===== src/rtl/i2c_arbiter.sv =====
// Round-robin arbiter that lets NREQ requesters share one I2C master.
// A winner owns the master from grant until a one-cycle done pulse. The
// transaction ends on the master's completion or on a cycle-count timeout.
module i2c_arbiter #(
    parameter int NREQ    = 4,
    parameter int TIMEOUT = 50000
) (
    input  logic              clk,
    input  logic              rst,
    input  logic [NREQ-1:0]   req,
    input  logic [7*NREQ-1:0] req_addr,
    input  logic [8*NREQ-1:0] req_wdata,
    input  logic [NREQ-1:0]   req_rw,
    output logic [NREQ-1:0]   gnt,
    output logic [NREQ-1:0]   done,
    output logic [7:0]        rdata,
    output logic              nack_err,
    output logic              to_err,
    output logic              m_en,
    output logic [6:0]        m_address,
    output logic [7:0]        m_data_in,
    output logic              m_read_write,
    input  logic              m_busy,
    input  logic              m_done,
    input  logic              m_nack,
    input  logic [7:0]        m_data_out
);

    // NREQ is a power of two, so pointer arithmetic wraps modulo NREQ.
    localparam int PW = (NREQ > 1) ? $clog2(NREQ) : 1;

    typedef enum logic [1:0] {IDLE, ISSUE, WAIT, COMPLETE} state_t;

    state_t          state, state_nx;
    logic [PW-1:0]   ptr, ptr_nx;
    logic [PW-1:0]   winner, winner_nx;
    logic [PW-1:0]   pick;
    logic            pick_vld;
    logic [15:0]     cnt, cnt_nx;
    logic            tc;

    logic [NREQ-1:0] gnt_nx, done_nx;
    logic [7:0]      rdata_nx;
    logic            nack_err_nx, to_err_nx, m_en_nx;
    logic [6:0]      m_address_nx;
    logic [7:0]      m_data_in_nx;
    logic            m_read_write_nx;

    // The timeout fires on the cycle the counter reaches its terminal value.
    assign tc = (cnt == 16'(TIMEOUT - 1));

    // Round-robin search from ptr. Offsets are scanned high to low, so the
    // lowest offset with a pending request is assigned last and wins.
    always_comb begin
        pick     = '0;
        pick_vld = 1'b0;
        for (int i = NREQ - 1; i >= 0; i--) begin
            if (req[ptr + PW'(i)]) begin
                pick     = ptr + PW'(i);
                pick_vld = 1'b1;
            end
        end
    end

    // Next-state and output logic. Every register holds its value by
    // default. done is the only output cleared by default, which makes it
    // a single-cycle pulse.
    always_comb begin
        state_nx        = state;
        ptr_nx          = ptr;
        winner_nx       = winner;
        cnt_nx          = cnt;
        gnt_nx          = gnt;
        done_nx         = '0;
        rdata_nx        = rdata;
        nack_err_nx     = nack_err;
        to_err_nx       = to_err;
        m_en_nx         = m_en;
        m_address_nx    = m_address;
        m_data_in_nx    = m_data_in;
        m_read_write_nx = m_read_write;

        case (state)
            IDLE: begin
                // Latch the winner's fields here. Later req_* changes cannot
                // reach the master until the next grant.
                if (pick_vld) begin
                    winner_nx       = pick;
                    gnt_nx          = NREQ'(1) << pick;
                    m_address_nx    = req_addr[int'(pick)*7 +: 7];
                    m_data_in_nx    = req_wdata[int'(pick)*8 +: 8];
                    m_read_write_nx = req_rw[pick];
                    m_en_nx         = 1'b1;
                    cnt_nx          = '0;
                    state_nx        = ISSUE;
                end
            end

            ISSUE: begin
                // m_done is ignored in this state. Only busy and timeout
                // move the FSM forward.
                cnt_nx = cnt + 16'd1;
                if (tc) begin
                    to_err_nx   = 1'b1;
                    nack_err_nx = 1'b0;
                    rdata_nx    = '0;
                    m_en_nx     = 1'b0;
                    done_nx     = gnt;
                    state_nx    = COMPLETE;
                end else if (m_busy) begin
                    m_en_nx  = 1'b0;
                    state_nx = WAIT;
                end
            end

            WAIT: begin
                // m_done is tested first, so a completion on the terminal
                // count cycle is reported as a normal completion.
                cnt_nx = cnt + 16'd1;
                if (m_done) begin
                    rdata_nx    = m_data_out;
                    nack_err_nx = m_nack;
                    to_err_nx   = 1'b0;
                    done_nx     = gnt;
                    state_nx    = COMPLETE;
                end else if (tc) begin
                    to_err_nx   = 1'b1;
                    nack_err_nx = 1'b0;
                    rdata_nx    = '0;
                    m_en_nx     = 1'b0;
                    done_nx     = gnt;
                    state_nx    = COMPLETE;
                end
            end

            COMPLETE: begin
                // done is high during this state. Release the grant and
                // move the pointer past the winner.
                gnt_nx   = '0;
                ptr_nx   = winner + 1'b1;
                state_nx = IDLE;
            end

            default: state_nx = IDLE;
        endcase
    end

    // State and output registers, cleared asynchronously by rst.
    always_ff @(posedge clk or posedge rst) begin
        if (rst) begin
            state        <= IDLE;
            ptr          <= '0;
            winner       <= '0;
            cnt          <= '0;
            gnt          <= '0;
            done         <= '0;
            rdata        <= '0;
            nack_err     <= 1'b0;
            to_err       <= 1'b0;
            m_en         <= 1'b0;
            m_address    <= '0;
            m_data_in    <= '0;
            m_read_write <= 1'b0;
        end else begin
            state        <= state_nx;
            ptr          <= ptr_nx;
            winner       <= winner_nx;
            cnt          <= cnt_nx;
            gnt          <= gnt_nx;
            done         <= done_nx;
            rdata        <= rdata_nx;
            nack_err     <= nack_err_nx;
            to_err       <= to_err_nx;
            m_en         <= m_en_nx;
            m_address    <= m_address_nx;
            m_data_in    <= m_data_in_nx;
            m_read_write <= m_read_write_nx;
        end
    end

endmodule


===== config.mk =====
export PLATFORM = sky130hd
export DESIGN_NAME = i2c_arbiter
export DESIGN_NICKNAME = d
export VERILOG_FILES = /design/src/rtl/i2c_arbiter.sv
export SDC_FILE = /design/constraint.sdc
export NUM_CORES = 1
export LEC_CHECK = 0
export BUFFER_PORTS_ARGS = -buffer_cell sky130_fd_sc_hd__clkbuf_2
export CORE_AREA = 2 2 98 90
export CTS_CLUSTER_SIZE = 30
export DETAILED_ROUTE_END_ITERATION = 8
export DIE_AREA = 0 0 100 92
export PLACE_DENSITY = 0.75
export SYNTH_ARGS = -nofsm -noshare
export SYNTH_HDL_FRONTEND = slang
export SYNTH_SLANG_ARGS = --single-unit
export TNS_END_PERCENT = 100

===== constraint.sdc =====
create_clock -name clk -period 2.92 [get_ports clk]
set_input_delay 0 -clock clk [delete_from_list [all_inputs] [get_ports clk]]
set_output_delay 0 -clock clk [all_outputs]
set_load 0.005 [all_outputs]

==> results of run 1 <==
==> Yosys cell counts, types with 2 or more instances <==
| master | instances | area share |
|---|---|---|
| a22oi_1 | 3 | 0.0072 |
| dfrtp_1 | 57 | 0.46 |
| a22o_1 | 10 | 0.028 |
| nor2b_1 | 3 | 0.0060 |
| a211oi_1 | 31 | 0.075 |
| inv_1 | 11 | 0.013 |
| nand3_1 | 5 | 0.0080 |
| mux2i_1 | 16 | 0.051 |
| o22ai_1 | 3 | 0.0060 |
| a211oi_2 | 2 | 0.0080 |
| nor4bb_1 | 2 | 0.0064 |
| buf_6 | 3 | 0.011 |
| nor3_1 | 4 | 0.0064 |
| and2_1 | 2 | 0.0040 |
| o21ai_0 | 11 | 0.018 |
| nor2_1 | 38 | 0.046 |
| a2bb2oi_1 | 2 | 0.0056 |
| nand4_1 | 3 | 0.0060 |
| and4_1 | 2 | 0.0056 |
| nor4_1 | 2 | 0.0040 |
| nor3b_1 | 2 | 0.0048 |
| clkbuf_1 | 7 | 0.0084 |
| ha_1 | 6 | 0.024 |
| xor2_1 | 3 | 0.0084 |
| and3_1 | 4 | 0.0080 |
| a21boi_0 | 17 | 0.041 |
| or3_1 | 3 | 0.0060 |
| a21oi_1 | 6 | 0.0096 |
| xnor2_1 | 8 | 0.022 |
| nand2_1 | 18 | 0.022 |
==> metal layers <==
metal | GRT usage | part of all wire
met1 | 0.2140 | 0.42
met2 | 0.3283 | 0.51
met3 | 0.05869 | 0.064
met4 | 0.07306 | 0.012
met5 | 0 | 0
==> final cells by class <==
type	instances	area share
Clock buffer	12	0.03630
Timing Repair Buffer	150	0.2143
Multi-Input combinational cell	228	0.3659
Sequential cell	57	0.3337
Inverter	12	0.01054
Tap cell	102	0.02986
Clock inverter	3	0.009368
==> cells by family (layout without fill, tap and decap cells) <==
| logic type | count (synthesis) | after routing | synth area share |
|---|---|---|---|
| AND/OR/NAND/NOR | 98 | 98 | 0.1609 |
| multiplexers | 17 | 17 | 0.05495 |
| XOR/XNOR | 11 | 11 | 0.03089 |
| buffers and inverters | 25 | 177 | 0.04131 |
| flip-flops | 57 | 57 | 0.4573 |
| AO/OA/AOI/OAI | 96 | 96 | 0.2306 |
| adder cells (fa/ha/maj) | 6 | 6 | 0.02407 |
==> state kept, by name (all words and copies together), names as in the netlist, 2 cells and up <==
signal,cells
cnt,16
state,2
m_data_in,8
done,4
winner,2
gnt,4
ptr,2
rdata,8
m_address,7
==> worst max path at each step <==
stage / from / end / slack [ps] / depth (start not counted)
finish: ptr[1] / m_address[1] / 490 / 6
global placement: state[0] / cnt[14] / 720 / 7
global route: ptr[1] / m_data_in[6] / 360 / 6
CTS: ptr[1] / m_data_in[2] / 510 / 6
floorplan: state[0] / m_data_in[4] / 970 / 8
detailed placement: state[1] / cnt[14] / 630 / 7
==> metrics by stage <==
step,total power [W],worst slack (ps),hold WS [ps],instances
5_1_grt,0.003838,355.9,25.68,564
3_3_place_gp,0.002712,720.4,157.8,518
4_1_cts,0.003585,505.3,0.5901,564
3_5_place_dp,0.002782,630.3,174.1,518
6_report,0.003567,493.3,10.06,564
2_1_floorplan,0.002274,968.7,139.9,310
==> power by group through the flow <==
stage / Clock [W] / Sequential [W] / Combinational (W)
after floorplan: 0 / 0.00125 / 0.00103
after global placement: 0 / 0.00125 / 0.00146
after detailed placement: 0 / 0.00126 / 0.00152
after CTS: 0.000749 / 0.00125 / 0.00158
after global routing: 0.000780 / 0.00128 / 0.00177
final: 0.000728 / 0.00125 / 0.00159
==> critical path: cells and delay by family (launching register included) <==
kind                   cells  cell delay [ps]
buffers and inverters      1              580
multiplexers               2              560
AND/OR/NAND/NOR            2              560
flip-flops                 1              410
AO/OA/AOI/OAI              1              230
==> timing repair <==
item | 4_1_cts | 5_1_grt
hold buffers | 31 | 0
endpoints found under the hold margin | 56 | 0
endpoints found under the setup margin | 0 | 0
gates resized for setup | 0 | 0
setup buffers | 0 | 0
==> summary.md, run 1 <==
| Metric | Value |
|---|---|
| Status | completed |
| Post-synth EDFFs | 0 |
| R2R cell count | 6 |
| Final Slew Violations | 0 |
| Global-route wire length before repair | 13660 µm |
| Row count | 32 |
| Vias in the first global route | 3064 |
| Die width | 100 µm |
| Yosys reg bits | 57 |
| Post-Syn Instances | 310 |
| Initial Util | 0.3745 |
| Startpoint Class | flop |
| Flop pwr share | 0.351 |
| Clk_lat worst skew | 330 ps |
| Buffers on Ports | 115 |
| Period utilisation layout | 0.8310 |
| Syn Nets | 397 |
| Clock Power Share | 0.204 |
| Cts bufs inserted | 9 |
| Final hold vios | 0 |
| VDD IR max | 0.0003997 V |
| RSZ-0062 raised after global routing | false |
| WP data arrival | 2670 ps |
| Multi-input gate area | 1564 µm² |
| Critical R2R Capture | m_address[1] |
| Drt total wl | 8484 µm |
| Hold Path Sink | m_data_in[1] |
| Setup TNS | 0 ps |
| Design area | 4274 µm² |
| Critical Path End Type | flop |
| Worst-path cell chain | mux2_2 > nand2_2 > nand2_4 > mux2i_1 > dlygate4sd3_1 > a211oi_1 |
| Switching Fraction | 0.3845 |
| Vias per cell | 5.284 |
| Yosys warning count | 0 |
| Seq. cell area | 1426 µm² |
| Static leakage | 2.065 nW |
| P_int | 0.002195 W |
| R2R Setup Slk | 490 ps |
| Ports | 116 |
| ANT cells | 0 |
| Placer Congestion | 0.8206 |
| Largest net degree at the start of global routing | 38 |
| Root Buffer | clkbuf_8 |
| CTS Buffer Depth | 2 |
| Worst endpoint required time | 3160 ps |
| Post-DP HPWL | 5968 µm |
| Total net switching power | 0.001371 W |
| Placed cell area | 3769 µm² |
| Die footprint | 9200 µm² |
| Clk slew on worst S/H paths | 60 ps |
| CTS Sinks | 57 |
| Clock Skew | 5.215 ps |
| Slew @ Worst Pin | 767.0 ps |
| Fraction of registers with async set/reset | 1.000 |
| Share of cells above drive strength 1 | 0.3203 |
| Mapped Area | 3119 µm² |
| Setup CP Type | reg2reg |
| Leading cell type in the layout, fill and taps excluded | clkbuf_2 |
| Filler instances | 755 |
| Pwr dens | 834.5 nW/µm² |
| Die height | 92 µm |
| Class of the worst hold path | in2reg |
| Final setup fails | 0 |
| Crit path largest cell delay | 580 ps |
| Layout area overhead | 37.02% |
| DRT Pass-1 Iters | 5 |
| CTS tree | yes |
| Max cap viols | 0 |
| Fin util | 0.5132 |
| Vias | 2980 |
| Mapped Avg Cell Area | 10.06 µm² |
| Residual DRC | 0 |
| Routed len/inst | 15.04 µm |
| Final ANT Viol Nets | 0 |
| WHS Path Cells | 3 |
| Post-synthesis sequential area ratio | 0.4573 |
| Max stage delay cell, worst path | dlygate4sd3_1 |
| CORE AREA | 8328 µm² |
| Hold_sp | req_wdata[9] |
| Nets | 545 |
| Global route overflow | 0 |
| Gate power share | 0.445 |
| Critical R2R Launch | ptr[1] |
| Gr usage total | 0.1881 |
| Most frequent cells in the layout | clkbuf_2, dfrtp_1, nor2_1, a211oi_1, dlygate4sd3_1 |
| Largest fanout on the critical path | 19 |
| Initial antenna violation count | 0 |
| Main synth FF type | dfrtp_1 |
| Fmax | 412.1 MHz |
| DR iter-0 viols | 114 |
| Synth cell types | 56 |
| Max_slew headroom | 0.4879 |
| Period minus WS final | 2427 ps |
| H-tree levels | 3 |
Note: power is estimated with default switching activity, not from simulation.
==> run 2: changes to the inputs <==
--- a/config.mk
+++ b/config.mk
@@ -10,7 +10,7 @@
 export CTS_CLUSTER_SIZE = 30
 export DETAILED_ROUTE_END_ITERATION = 8
 export DIE_AREA = 0 0 100 92
-export PLACE_DENSITY = 0.75
+export PLACE_DENSITY = 0.77
 export SYNTH_ARGS = -nofsm -noshare
 export SYNTH_HDL_FRONTEND = slang
 export SYNTH_SLANG_ARGS = --single-unit
==> constraint.sdc (replaced) <==
create_clock -name clk -period 2 [get_ports clk]
set_input_delay 0 -clock clk [delete_from_list [all_inputs] [get_ports clk]]
set_output_delay 0 -clock clk [all_outputs]
set_load 0.005 [all_outputs]
==> run 2 against run 1 <==
Effect of this change:
- the flow now finishes with violations (negative hold slack)
- via count increased by 1.1%
- core utilization increased by 1.2 points
- final area increased by 2.3%
- sequential power increased by 46%
- combinational power increased by 55%
- clock power increased by 65%
- sequential share of layout area decreased by 0.75 points
- flip-flop and latch count unchanged
- fmax increased by 28%
- global-route usage increased by 0.91 points
- critical endpoint is now cnt[14]
==> summary.md, run 2 (synthesized netlist as in run 1, its figures left out) <==
| Metric | Value |
|---|---|
| Met1 Wirelength | 3791 µm |
| Pwr dens | 1258 nW/µm² |
| Routed len/inst | 15.59 µm |
| Cts bufs inserted | 9 |
| CTS Sinks | 57 |
| DRT Pass-1 Iters | 4 |
| Critical path origin | state[0] |
| Worst endpoint required time | 2220 ps |
| Global route overflow | 0 |
| Failing checks | negative hold slack |
| Die height | 92 µm |
| Clk slew on worst S/H paths | 70 ps |
| Vias per cell | 5.267 |
| Ports | 116 |
| CORE AREA | 8328 µm² |
| Final hold vios | 1 |
| Residual DRC | 0 |
| Hold_sp | req_wdata[11] |
| Share of cells above drive strength 1 | 0.3617 |
| Largest net degree at the start of global routing | 40 |
| Setup CP Type | reg2reg |
| Max reg flops | 16 |
| R2R Setup Slk | 100 ps |
| CTS tree | yes |
| Max stage delay cell, worst path | or4_4 |
| Critical Path End Type | flop |
| R2R cell count | 7 |
| H-tree levels | 3 |
| Buffers on Ports | 115 |
| Most frequent cells in the layout | clkbuf_2, dfrtp_1, nor2_1, a211oi_1, dlygate4sd3_1 |
| Max_slew headroom | 0.6923 |
| Worst-path cell chain | inv_1 > ha_2 > or2_2 > o211ai_2 > or4_4 > xnor2_2 > nor2_1 |
| Critical R2R Launch | state[0] |
| RSZ-0062 raised after global routing | false |
| Period minus WS final | 1902 ps |
| Period utilisation layout | 0.9511 |
| Critical Path Sink | cnt[14] |
| Setup TNS | 0 ps |
| Final Slew Violations | 0 |
| Critical R2R Capture | cnt[14] |
| Drt total wl | 8920 µm |
| Post-route setup slack | 97.81 ps |
| Vias in the first global route | 2911 |
| Largest fanout on the critical path | 3 |
| Regs by FF count | cnt x16, m_data_in x8, rdata x8 |
| Die width | 100 µm |
| Worst hold slack | -14.53 ps |
| ANT cells | 0 |
| Final Power | 0.005499 W |
| Final ANT Viol Nets | 0 |
| Layout area overhead | 40.19% |
| DR iter-0 viols | 206 |
| Clock Skew | 15.74 ps |
| Max cap viols | 0 |
| Status | finished with violations |
| Static leakage | 2.126 nW |
| Root Buffer | clkbuf_8 |
| Die footprint | 9200 µm² |
| Final setup fails | 0 |
| VDD IR max | 0.0006679 V |
| Worst slack, placed | 106.5 ps |
| Slew @ Worst Pin | 455.4 ps |
| Vias | 3013 |
| Nets | 552 |
| Gr usage total | 0.1972 |
| Met3 routed WL | 482 µm |
| Fmax | 525.7 MHz |
| Startpoint Class | flop |
| Global-route wire length before repair | 14170 µm |
| Initial antenna violation count | 0 |
| Placer Congestion | 0.8218 |
| Row count | 32 |
| Post-DP HPWL | 6358 µm |
| Leading cell type in the layout, fill and taps excluded | clkbuf_2 |
| Top sig layer | met4 |
| Initial Util | 0.3745 |
| Met2 WL | 4460 µm |
| Largest Register | cnt |
| Class of the worst hold path | in2reg |
| Clk_lat worst skew | 340 ps |
| CTS Buffer Depth | 2 |
| Crit path largest cell delay | 520 ps |
| WP data arrival | 2120 ps |
run 2: how the worst min path moves through the flow:
| stage | endpoint | depth (start not counted) |
|---|---|---|
| floorplan | nack_err | 1 |
| global placement | rdata[3] | 2 |
| detailed placement | rdata[3] | 2 |
| CTS | m_address[5] | 3 |
| global route | m_data_in[0] | 3 |
| finish | m_data_in[3] | 3 |
run 2: critical path, delay by kind of cell (launching register included):
kind | cells | cell delay [ps]
compound gates | 1 | 120
buf+inv | 1 | 70
flops | 1 | 380
fa+ha+maj | 1 | 310
simple gates | 3 | 720
xor+xnor | 1 | 180
run 2: area by class of cell:
type	count	area, µm²
Clock buffer	11	141.4
Clock inverter	5	78.83
Fill cell	774	3955
Inverter	12	45.04
Multi-Input combinational cell	228	1593
Sequential cell	57	1426
Tap cell	102	127.6
Timing Repair Buffer	157	960.9
run 2: power breakdown:
part / switching [W] / total (W) / leakage (nW) / internal (W)
Sequential: 0.000277 / 0.00183 / 0.714 / 0.00156
Clock: 0.000465 / 0.00120 / 0.113 / 0.000733
Combinational: 0.00136 / 0.00247 / 1.30 / 0.00111
run 2: stage by stage:
step           std cells  instance area, µm²  hold slack, ps    util
4_1_cts              568                4314           1.326  0.5180
2_1_floorplan        310                3119           139.9       -
3_3_place_gp         529                3864          -3.113  0.4639
6_report             572                4373          -14.53  0.5251
3_5_place_dp         529                3864           9.804  0.4639
5_1_grt              572                4373           8.977  0.5251
run 2: repair_timing:
item,in CTS,in global routing
setup endpoints to repair,0,25
gates resized for setup,0,6
hold buffers,23,0
setup buffers,0,4
endpoints found under the hold margin,35,0
run 2: metal layers:
metal | vias to the layer above | track usage
li1 | 1454 | -
met1 | 1437 | 0.2492
met2 | 104 | 0.3271
met3 | 18 | 0.04421
met4 | 0 | 0.07877
met5 | - | 0
==> run 3: changes to the inputs <==
--- a/config.mk
+++ b/config.mk
@@ -6,11 +6,11 @@
 export NUM_CORES = 1
 export LEC_CHECK = 0
 export BUFFER_PORTS_ARGS = -buffer_cell sky130_fd_sc_hd__clkbuf_2
-export CORE_AREA = 2 2 98 90
+export CORE_AREA = 2 2 91 84
 export CTS_CLUSTER_SIZE = 30
 export DETAILED_ROUTE_END_ITERATION = 8
-export DIE_AREA = 0 0 100 92
-export PLACE_DENSITY = 0.77
+export DIE_AREA = 0 0 93 86
+export PLACE_DENSITY = 0.86
 export SYNTH_ARGS = -nofsm -noshare
 export SYNTH_HDL_FRONTEND = slang
 export SYNTH_SLANG_ARGS = --single-unit
==> run 3 against run 2 <==
Effect of this change:
- the flow now finishes without violations
- die area fell by 13%
- clock skew fell by 5.4 ps
- clock-buffer cell count did not move
- final area barely moved
- via count rose by 3.9%
- final cell count fell by 1.2%
- total power fell by 5.4%
- sequential power barely moved
- flip-flop and latch count did not move
- global-route usage rose by 4.5 points
- worst hold slack improved by 31 ps
==> summary.md, run 3 (synthesized netlist as in run 1, its figures left out) <==
| Metric | Value |
|---|---|
| Ports | 116 |
| R2R cell count | 6 |
| Vias in the first global route | 3308 |
| Final setup fails | 0 |
| Largest fanout on the critical path | 10 |
| Initial Util | 0.4477 |
| Cts bufs inserted | 9 |
| RSZ-0062 raised after global routing | false |
| Setup bufs post-CTS | 0 |
| CORE AREA | 6967 µm² |
| Final Slew Violations | 0 |
| Post-DP HPWL | 6128 µm |
| Clk_lat worst skew | 340 ps |
| Die footprint | 7998 µm² |
| Pwr dens | 1189 nW/µm² |
| Clock Skew | 10.35 ps |
| DRT Pass-1 Iters | 4 |
| Largest Register | cnt |
| Hold_sp | req_addr[5] |
| Class of the worst hold path | in2reg |
| Critical Path End Type | flop |
| Critical R2R Launch | ptr[1] |
| Fmax | 525.8 MHz |
| Final Power | 0.005204 W |
| Static leakage | 2.109 nW |
| Leading cell type in the layout, fill and taps excluded | clkbuf_2 |
| Max reg flops | 16 |
| Initial antenna violation count | 0 |
| WP data arrival | 2130 ps |
| Row count | 29 |
| Largest net degree at the start of global routing | 39 |
| CP dominant cell by count | a211oi_1 |
| Status | completed |
| Global route overflow | 0 |
| Period minus WS final | 1902 ps |
| Placer Congestion | 0.8661 |
| Gr usage total | 0.2423 |
| Most frequent cells in the layout | clkbuf_2, dfrtp_1, nor2_1, dlygate4sd3_1, a211oi_1 |
| H-tree levels | 3 |
| Max stage delay cell, worst path | dfrtp_1 |
| VDD IR max | 0.0005364 V |
| Vias | 3130 |
| Share of cells above drive strength 1 | 0.3432 |
| Regs by FF count | cnt x16, m_data_in x8, rdata x8 |
| Startpoint Class | flop |
| Drt total wl | 9400 µm |
| DR iter-0 viols | 228 |
| Die height | 86 µm |
| Setup CP Type | reg2reg |
| Residual DRC | 0 |
| Routed len/inst | 16.64 µm |
| Final ANT Viol Nets | 0 |
| Max cap viols | 0 |
| Global-route wire length before repair | 15230 µm |
| CTS tree | yes |
| Worst endpoint required time | 2230 ps |
| CTS Sinks | 57 |
| Max_slew headroom | 0.6879 |
| Critical path origin | ptr[1] |
| Period utilisation layout | 0.9510 |
| ANT cells | 0 |
| Slew @ Worst Pin | 463.8 ps |
| Root Buffer | clkbuf_8 |
| CTS Buffer Depth | 2 |
| Final hold vios | 0 |
| Buffers on Ports | 115 |
| Worst-path cell chain | mux2_2 > nand2_2 > and2_1 > buf_4 > a211oi_1 > a211oi_1 |
| Crit path largest cell delay | 420 ps |
| Layout area overhead | 40.31% |
| Clk slew on worst S/H paths | 70 ps |
| Nets | 556 |
| R2R Setup Slk | 100 ps |
| Hold Path Sink | m_address[5] |
| Setup TNS | 0 ps |
| WHS Path Cells | 3 |
| Critical R2R Capture | m_address[1] |
| Die width | 93 µm |
| Vias per cell | 5.540 |
-- run 3: what timing repair did --
action	CTS	global route
endpoints found under the hold margin	41	0
hold buffers	34	0
setup endpoints to repair	0	15
gates resized for setup	0	7
-- run 3: report_power, final --
group | switching [W] | internal, W | total (W)
Clock | 0.000445 | 0.000498 | 0.000943
Sequential | 0.000289 | 0.00156 | 0.00185
Combinational | 0.00135 | 0.00106 | 0.00241
Total | 0.00209 | 0.00312 | 0.00520
-- run 3: how the worst max path moves through the flow --
stage              endpoint  cells after the start
3_5_place_dp   m_data_in[0]                      8
4_1_cts        m_data_in[0]                      8
2_1_floorplan  m_data_in[4]                      8
5_1_grt        m_address[2]                      8
6_report       m_address[1]                      6
3_3_place_gp        cnt[14]                      7
-- run 3: layout make-up --
cell class	instances	area (µm²)
fillers	554	2590
multi-input cells	228	1602
flip-flops and latches	57	1426
repair buffers	161	1018
clock buffers	11	151.4
well taps	93	116.4
inverters	12	45.04
clock inverters	3	17.52
-- run 3: worst max-delay path, delay by kind of cell (launching register included) --
kind	cells	cell delay, ps
compound gates	2	330
mux	1	360
flops	1	420
buf+inv	1	230
simple gates	2	450
-- run 3: metal layers --
metal / routed length (µm) / vias to the layer above / share of wire / GRT usage
met5: 0 / - / 0 / 0
met4: 310 / 0 / 0.033 / 0.1270
met3: 742 / 28 / 0.079 / 0.05975
met2: 4671 / 142 / 0.50 / 0.4177
met1: 3675 / 1507 / 0.39 / 0.2790
li1: - / 1453 / - / -
-- run 3: through the flow --
stage | worst slack (ps) | area, µm² | hold WS (ps) | instances | utilization
6_report | 97.96 | 4377 | 16.56 | 565 | 0.6282
5_1_grt | 2.990 | 4377 | 21.08 | 565 | 0.6282
4_1_cts | 75.88 | 4339 | 0.9028 | 565 | 0.6228
3_5_place_dp | 92.29 | 3830 | 13.17 | 517 | 0.5497
3_3_place_gp | 193.9 | 3830 | 6.161 | 517 | 0.5497
2_1_floorplan | 48.72 | 3119 | 139.9 | 310 | -
